[src/rtl/operand_capture_fsm_pkg.sv]
// operand_capture_fsm_pkg: shared calculator types, width and operand re-biasing helper
package operand_capture_fsm_pkg;

    localparam int CALC_WIDTH = 4;

    typedef enum logic [1:0] {
        S_NEED_A,
        S_NEED_B,
        S_READY
    } state_t;

    function automatic logic [CALC_WIDTH-1:0] bias_msb(input logic [CALC_WIDTH-1:0] value, input logic signed_mode);
        return value ^ {signed_mode, {(CALC_WIDTH-1){1'b0}}};
    endfunction

endpackage

[src/rtl/operand_capture_fsm_load_debouncer.sv]
// operand_capture_fsm_load_debouncer: synchronise and debounce a raw button, pulse once per debounced press
module operand_capture_fsm_load_debouncer #(
    parameter int DEBOUNCE_CYCLES = 16
) (
    input  logic Clk,
    input  logic Reset,
    input  logic Raw,
    output logic Press
);

    localparam int CW = $clog2(DEBOUNCE_CYCLES + 1);
    localparam logic [CW-1:0] LAST = CW'(DEBOUNCE_CYCLES - 1);

    logic [1:0]    sync;
    logic          level;
    logic [CW-1:0] cnt;

    // two-flop synchroniser, disagreement counter, and rising-edge pulse of the debounced level
    always_ff @(posedge Clk) begin
        if (Reset) begin
            sync  <= '0;
            level <= 1'b0;
            cnt   <= '0;
            Press <= 1'b0;
        end else begin
            sync  <= {sync[0], Raw};
            Press <= sync[1] & ~level & (cnt == LAST);
            if (sync[1] == level) begin
                cnt <= '0;
            end else if (cnt == LAST) begin
                cnt   <= '0;
                level <= ~level;
            end else begin
                cnt <= cnt + 1'b1;
            end
        end
    end

endmodule

[src/rtl/operand_capture_fsm.sv]
// operand_capture_fsm: capture two operands on debounced Load presses and present them re-biased to the comparator
module operand_capture_fsm
    import operand_capture_fsm_pkg::*;
#(
    parameter int WIDTH           = CALC_WIDTH,
    parameter int DEBOUNCE_CYCLES = 16
) (
    input  logic             Clk,
    input  logic             Reset,
    input  logic [WIDTH-1:0] Data_In,
    input  logic             Load,
    input  logic             Clear,
    input  logic             Signed_Mode,
    output logic [WIDTH-1:0] A,
    output logic [WIDTH-1:0] B,
    output logic             Need_A,
    output logic             Need_B,
    output logic             Operands_Valid
);

    state_t           state;
    logic [WIDTH-1:0] a_raw;
    logic [WIDTH-1:0] b_raw;
    logic             press;

    operand_capture_fsm_load_debouncer #(
        .DEBOUNCE_CYCLES(DEBOUNCE_CYCLES)
    ) load_debouncer (
        .Clk  (Clk),
        .Reset(Reset),
        .Raw  (Load),
        .Press(press)
    );

    // entry FSM: capture on press, Clear overrides, status decoded from the next state, operands mapped a cycle behind
    always_ff @(posedge Clk) begin
        if (Reset) begin
            state                             <= S_NEED_A;
            a_raw                             <= '0;
            b_raw                             <= '0;
            A                                 <= '0;
            B                                 <= '0;
            {Need_A, Need_B, Operands_Valid}  <= 3'b100;
        end else begin
            A <= bias_msb(a_raw, Signed_Mode);
            B <= bias_msb(b_raw, Signed_Mode);
            if (Clear) begin
                state                            <= S_NEED_A;
                a_raw                            <= '0;
                b_raw                            <= '0;
                {Need_A, Need_B, Operands_Valid} <= 3'b100;
            end else if (press) begin
                case (state)
                    S_NEED_B: begin
                        b_raw                            <= Data_In;
                        state                            <= S_READY;
                        {Need_A, Need_B, Operands_Valid} <= 3'b001;
                    end
                    default: begin
                        a_raw                            <= Data_In;
                        state                            <= S_NEED_B;
                        {Need_A, Need_B, Operands_Valid} <= 3'b010;
                    end
                endcase
            end
        end
    end

endmodule

[config.mk]
export PLATFORM = sky130hd
export DESIGN_NAME = operand_capture_fsm
export DESIGN_NICKNAME = d
export VERILOG_FILES = /design/src/rtl/operand_capture_fsm_pkg.sv /design/src/rtl/operand_capture_fsm_load_debouncer.sv /design/src/rtl/operand_capture_fsm.sv
export SDC_FILE = /design/constraint.sdc
export NUM_CORES = 1
export LEC_CHECK = 0
export CAP_MARGIN = 40
export CELL_PAD_IN_SITES_DETAIL_PLACEMENT = 2
export CELL_PAD_IN_SITES_GLOBAL_PLACEMENT = 2
export CORE_MARGIN = 3
export CORE_UTILIZATION = 30
export CTS_BUF_LIST = sky130_fd_sc_hd__clkbuf_8 sky130_fd_sc_hd__clkbuf_16
export DETAILED_ROUTE_END_ITERATION = 7
export HOLD_SLACK_MARGIN = 0.02
export PLACE_DENSITY_LB_ADDON = 0.1
export SLEW_MARGIN = 20
export SYNTH_ARGS = -nofsm -noshare
export SYNTH_HDL_FRONTEND = slang
export SYNTH_SLANG_ARGS = --single-unit
export TNS_END_PERCENT = 30
[constraint.sdc]
create_clock -name Clk -period 1.7 [get_ports Clk]
set_input_delay 0.255 -clock Clk [delete_from_list [all_inputs] [get_ports Clk]]
set_output_delay 0.255 -clock Clk [all_outputs]
set_load 0.05 [all_outputs]
; Yosys cells after proc, flatten, opt, wreduce, memory -nomap -nowiden
; Cells that the tools add are included.
[word_totals]
regBits = 30
latch_bits = 0
mem_bits_rw = 0
rom_bits = 0
input_bits = 9
out_inout_bits = 11
word_cells = 31
n_memories = 0
[classes]
n_addsub = 1
mul = 0
n_div = 0
n_lt_le_gt_ge = 0
eq_ne = 3
n_shift = 0
mux = 3
bitwise_logic = 7
reduce_logical = 5
[ops]
columns = operator, n
row1 = 4-bit XOR, 2
row2 = 2-bit AND reduction, 3
row3 = 5-bit by 1-bit adder with 5-bit output (second input constant), 1
row4 = 5-bit by 4-bit equality test with 1-bit output (second input constant), 1
row5 = 1-bit inverter, 3
row6 = 3-bit OR reduction, 1
row7 = 1-bit bitwise AND, 2
row8 = 2-bit by 1-bit equality test with 1-bit output (second input constant), 1
row9 = 1-bit two-way mux, 2
row10 = 2-bit two-way mux, 1
row11 = 2-bit OR reduction, 1
row12 = 1-bit equality test, 1

; Logic depth before layout (Yosys ltp)
[depth]
ltp_word = 3
depth_mapped = 6
mapped_depth_nobuf = 6

; By module
; From an unflattened synthesis, not the netlist that was laid out.
[hier_totals]
hier_cells = 90
hier_area_um2 = 977.2
[by_module_without_submodules]
columns = mod, instances, cells_each, area_per_inst_um2, seq_area_each_um2
row1 = operand_capture_fsm, 1, 58, 650.6, 380.4
row2 = operand_capture_fsm_load_debouncer, 1, 32, 326.6, 180.2

; Least setup slack after synthesis
; No wires, ideal clock.
[synth_path]
path_kind = register -> register
startpoint = reg load_debouncer.cnt[0]
endpoint = reg load_debouncer.cnt[2]
setup_ps = 64
arrival_time_ps = 1361
t_required_ps = 1636
path_slack_ps = 275
path_stages_with_launch = 6
n_path_buf = 0
period_less_slack_ps = 1425
cell_sequence = dfxtp_1 ha_1 and3_1 ha_1 or3_4 nor2_1
[synth_between]
elab_chain_len = 2
elab_cells_between_ends = 3
classes_between = add/sub (1) / eq/ne (1) / reduce/logical (1)
[synth_rtl]
columns = element, line
row1 = start: declaration, operand_capture_fsm_load_debouncer.sv:16  ; logic [CW-1:0] cnt;
row2 = start signal: assignment, operand_capture_fsm_load_debouncer.sv:34  ; cnt <= cnt + 1'b1;
row3 = "parallel branches: the longest is 2 deep, another holds 5-bit by 1-bit adder with 5-bit output", -
; Several ways; the timed one is not identified.
; A chain may end at the register's enable or synchronous reset.

; Worst setup path after layout
[layout_path]
startpoint = reg B[1]
endpoint = out B[1]
[layout_rtl]
columns = element, line
row1 = start: declaration, operand_capture_fsm.sv:15  ; output logic [WIDTH-1:0] B,
row2 = start signal: assignment, operand_capture_fsm.sv:46  ; B <= bias_msb(b_raw, Signed_Mode);
; No word-level cell between the ends.

==> flow_summary_export.csv <==
group,metric,value,unit
power,switching_share,18.7,%
worst_setup_path,worstPathRequired,1440,ps
power,power_frac_clock,41.6,%
global_routing,grtUsageTotal,10.8,%
sta,slew_viol_final,0,
run_status,status,"finished, final reports clean",
sta,setup_tns,0,ps
layout,fillCellCount,353,
clocking,clk_latency,270,ps
synth,async_flop_share,0,%
power,p_sw,230,uW
clocking,cts-htree-levels,1,
detailed_routing,drt-total-wl,1.87,mm
layout,layout-drive-gt1-share,16.8,%
power,power_leakage,0.492,nW
die,io_pins,20,
sta,relSlewSlack,67.2,%
detailed_routing,ant_nets,0,
clocking,cts.sinks,28,
layout,final_nets,126,
sta,fmax,0.613,GHz
power,p_seq_share,53.7,%
global_routing,antenna_found_initial,0,
detailed_routing,wl_per_cell,11.9,um
clocking,cts_buffers,3,
synth,yosys.area.top_type,"dfxtp_1",
clocking,clockBufferDepth,2,
sta,skew,8.01,ps
global_routing,overflow,0,
flow_run,cap_viol_max_count,0,
clocking,cts_tree,"done",
synth,syn_avg_cell_area,10.7,sq um
synth,syn_inst,91,
sta,period_minus_slack,1630,ps
sta,tightestPinTransition,490,ps
global_routing,grt_pass1_wl,3.37,mm
clocking,post_cts_buffers,0,
detailed_routing,vias_per_cell,4.25,
worst_setup_path,critical_path_class,"reg -> out",
worst_setup_path,cp_max_fo,1,
sta,period_share,96.0,%
synth,yosysUniqueCellTypes,20,
worst_setup_path,crit_path_max_incr_delay,790,ps
synth,synth_top_area_share,57.8,%
detailed_routing,drc,0,
clocking,cts.hold.buffers_added,0,
synth,synth.area.top_cells,"dfxtp_1 58%, nor2b_1 5.8%, mux2i_1 4.1%, ha_1 3.9%, xnor2_1 3.6%",
die,die_y,62.9,um
hold_path,hold_class,"reg -> reg",
global_routing,grt_max_degree,17,
power,p_int,1.00,mW
die,dieArea,3950,sq um
sta,finalHoldViolCount,0,
detailed_routing,vias,668,
sta,setup_viol,0,
worst_setup_path,crit_path_end_kind,"primary output",
placed_design,place_congestion,0.680,
worst_setup_path,critPathBufInv,1,
placed_design,dpl.hpwl,1.40,mm
global_routing,grt_pass1_vias,733,
sta,whs,457,ps
placed_design,io_buffers,19,
layout,area_delta_synth_final,29.2,%
die,start_util,31.5,%
detailed_routing,drt-initial-drc-count,37,
clocking,cts_resized,0,
worst_setup_path,path_delay_family,"buffers and inverters",
die,rows,20,
synth,synth.most_common_cell,"dfxtp_1",
power,ir_worst_vdd,321,uV
worst_setup_path,arrival,1380,ps
synth,synth_common_cells,"28 x dfxtp_1, 9 x nor2_1, 9 x nor2b_1",
clocking,cts-root-buf,"clkbuf_8",
sta,rsz0062_at_grt,"no",
synth,synth_nets,103,
worst_setup_path,cp-start-kind,"register",
layout,antennaDiodeCount,0,
worst_setup_path,slowest_stage,"clkdlybuf4s50_1",
synth,yosysSeqAreaShare,57.8,%
synth,synth-seq-cells,28,
worst_setup_path,path_cells,"clkdlybuf4s50_1",
die,core,3080,sq um
power,combPwrFrac,4.7,%
detailed_routing,firstDrtPassIters,2,
clocking,clk_pin_slew,100,ps
synth,yosys_warnings,0,
synth,synth_edf_count,0,
die,die_w,62.9,um
power,p_per_area,985,nW/um^2
synth,synth_flop_cell,"dfxtp_1",
synth,mappedNetlistArea,970,sq um
[per-layer routing]
layer  wire (um)  global-route usage, %
met5           0                      0
met3          72                   1.98
met4          19                   4.96
met1         831                   13.1
met2         942                   18.2
[logic make-up after synthesis]
group	share of synthesized area [%]
adder cells (fa/ha/maj)	3.87
AND/OR/NAND/NOR	20.0
multiplexers	4.13
buffers and inverters	3.61
AO/OA/AOI/OAI	6.06
flip-flops	57.8
XOR/XNOR	4.52
[power groups by stage]
stage	sequential [mW]	combinational [mW]	clock, mW
6_report	0.663	0.0578	0.513
5_1_grt	0.664	0.0640	0.560
4_1_cts	0.663	0.0597	0.536
3_5_place_dp	0.678	0.0592	0
3_3_place_gp	0.678	0.0587	0
2_1_floorplan	0.687	0.0204	0
[flip-flops by register name (all words and copies together) (netlist names)]
| name | cells |
|---|---|
| load_debouncer.cnt | 5 |
| A | 4 |
| B | 4 |
| a_raw | 4 |
| b_raw | 4 |
| load_debouncer.sync | 2 |
| Need_A | 1 |
| Operands_Valid | 1 |
| load_debouncer.Press | 1 |
| load_debouncer.level | 1 |
| state | 1 |
[worst paths after layout]
kind                          start  depth (start not counted)  slack (ps)                endpoint
min          load_debouncer.sync[0]                          1         460  load_debouncer.sync[1]
max                            B[1]                          1          70                    B[1]
min reg2reg  load_debouncer.sync[0]                          1         460  load_debouncer.sync[1]
max reg2reg   load_debouncer.cnt[0]                          5         130   load_debouncer.cnt[2]
[cell usage in the layout, fill, tap and decap left out]
master,n
and3_1,1
ha_1,3
and3b_1,1
buf_4,11
dfxtp_1,28
mux2i_1,4
xor2_1,1
nor2_4,1
inv_1,5
clkdlybuf4s50_1,9
o211a_1,1
nor2_1,9
nand2_1,8
nor2b_1,9
or3_4,1
xnor2_1,4
nand3_1,5
clkbuf_8,3
bufinv_16,1
a21boi_4,1
o21ai_0,6
nand3b_2,1
[per-stage QoR]
step                      area [sq um]  power, mW  worst slack [ps]  instances  utilization (%)
after floorplan                    970      0.707               275         91                -
after global placement            1180      0.737               176        153             38.4
after detailed placement          1180      0.737               122        153             38.4
after CTS                         1250       1.26              52.6        157             40.7
after global routing              1250       1.29              5.82        157             40.7
final                             1250       1.23              67.7        157             40.7
[cell type report]
cell class / count / area [sq um] / share of cell area [%]
clock buffer: 3 / 41.3 / 3.30
clock inverter: 1 / 30.0 / 2.40
inverter: 5 / 18.8 / 1.50
multi-input combinational: 56 / 374 / 29.9
sequential: 28 / 561 / 44.8
tap: 44 / 55.1 / 4.40
timing repair buffer: 20 / 173 / 13.8
No activity file was read; power rests on OpenSTA's default activity.
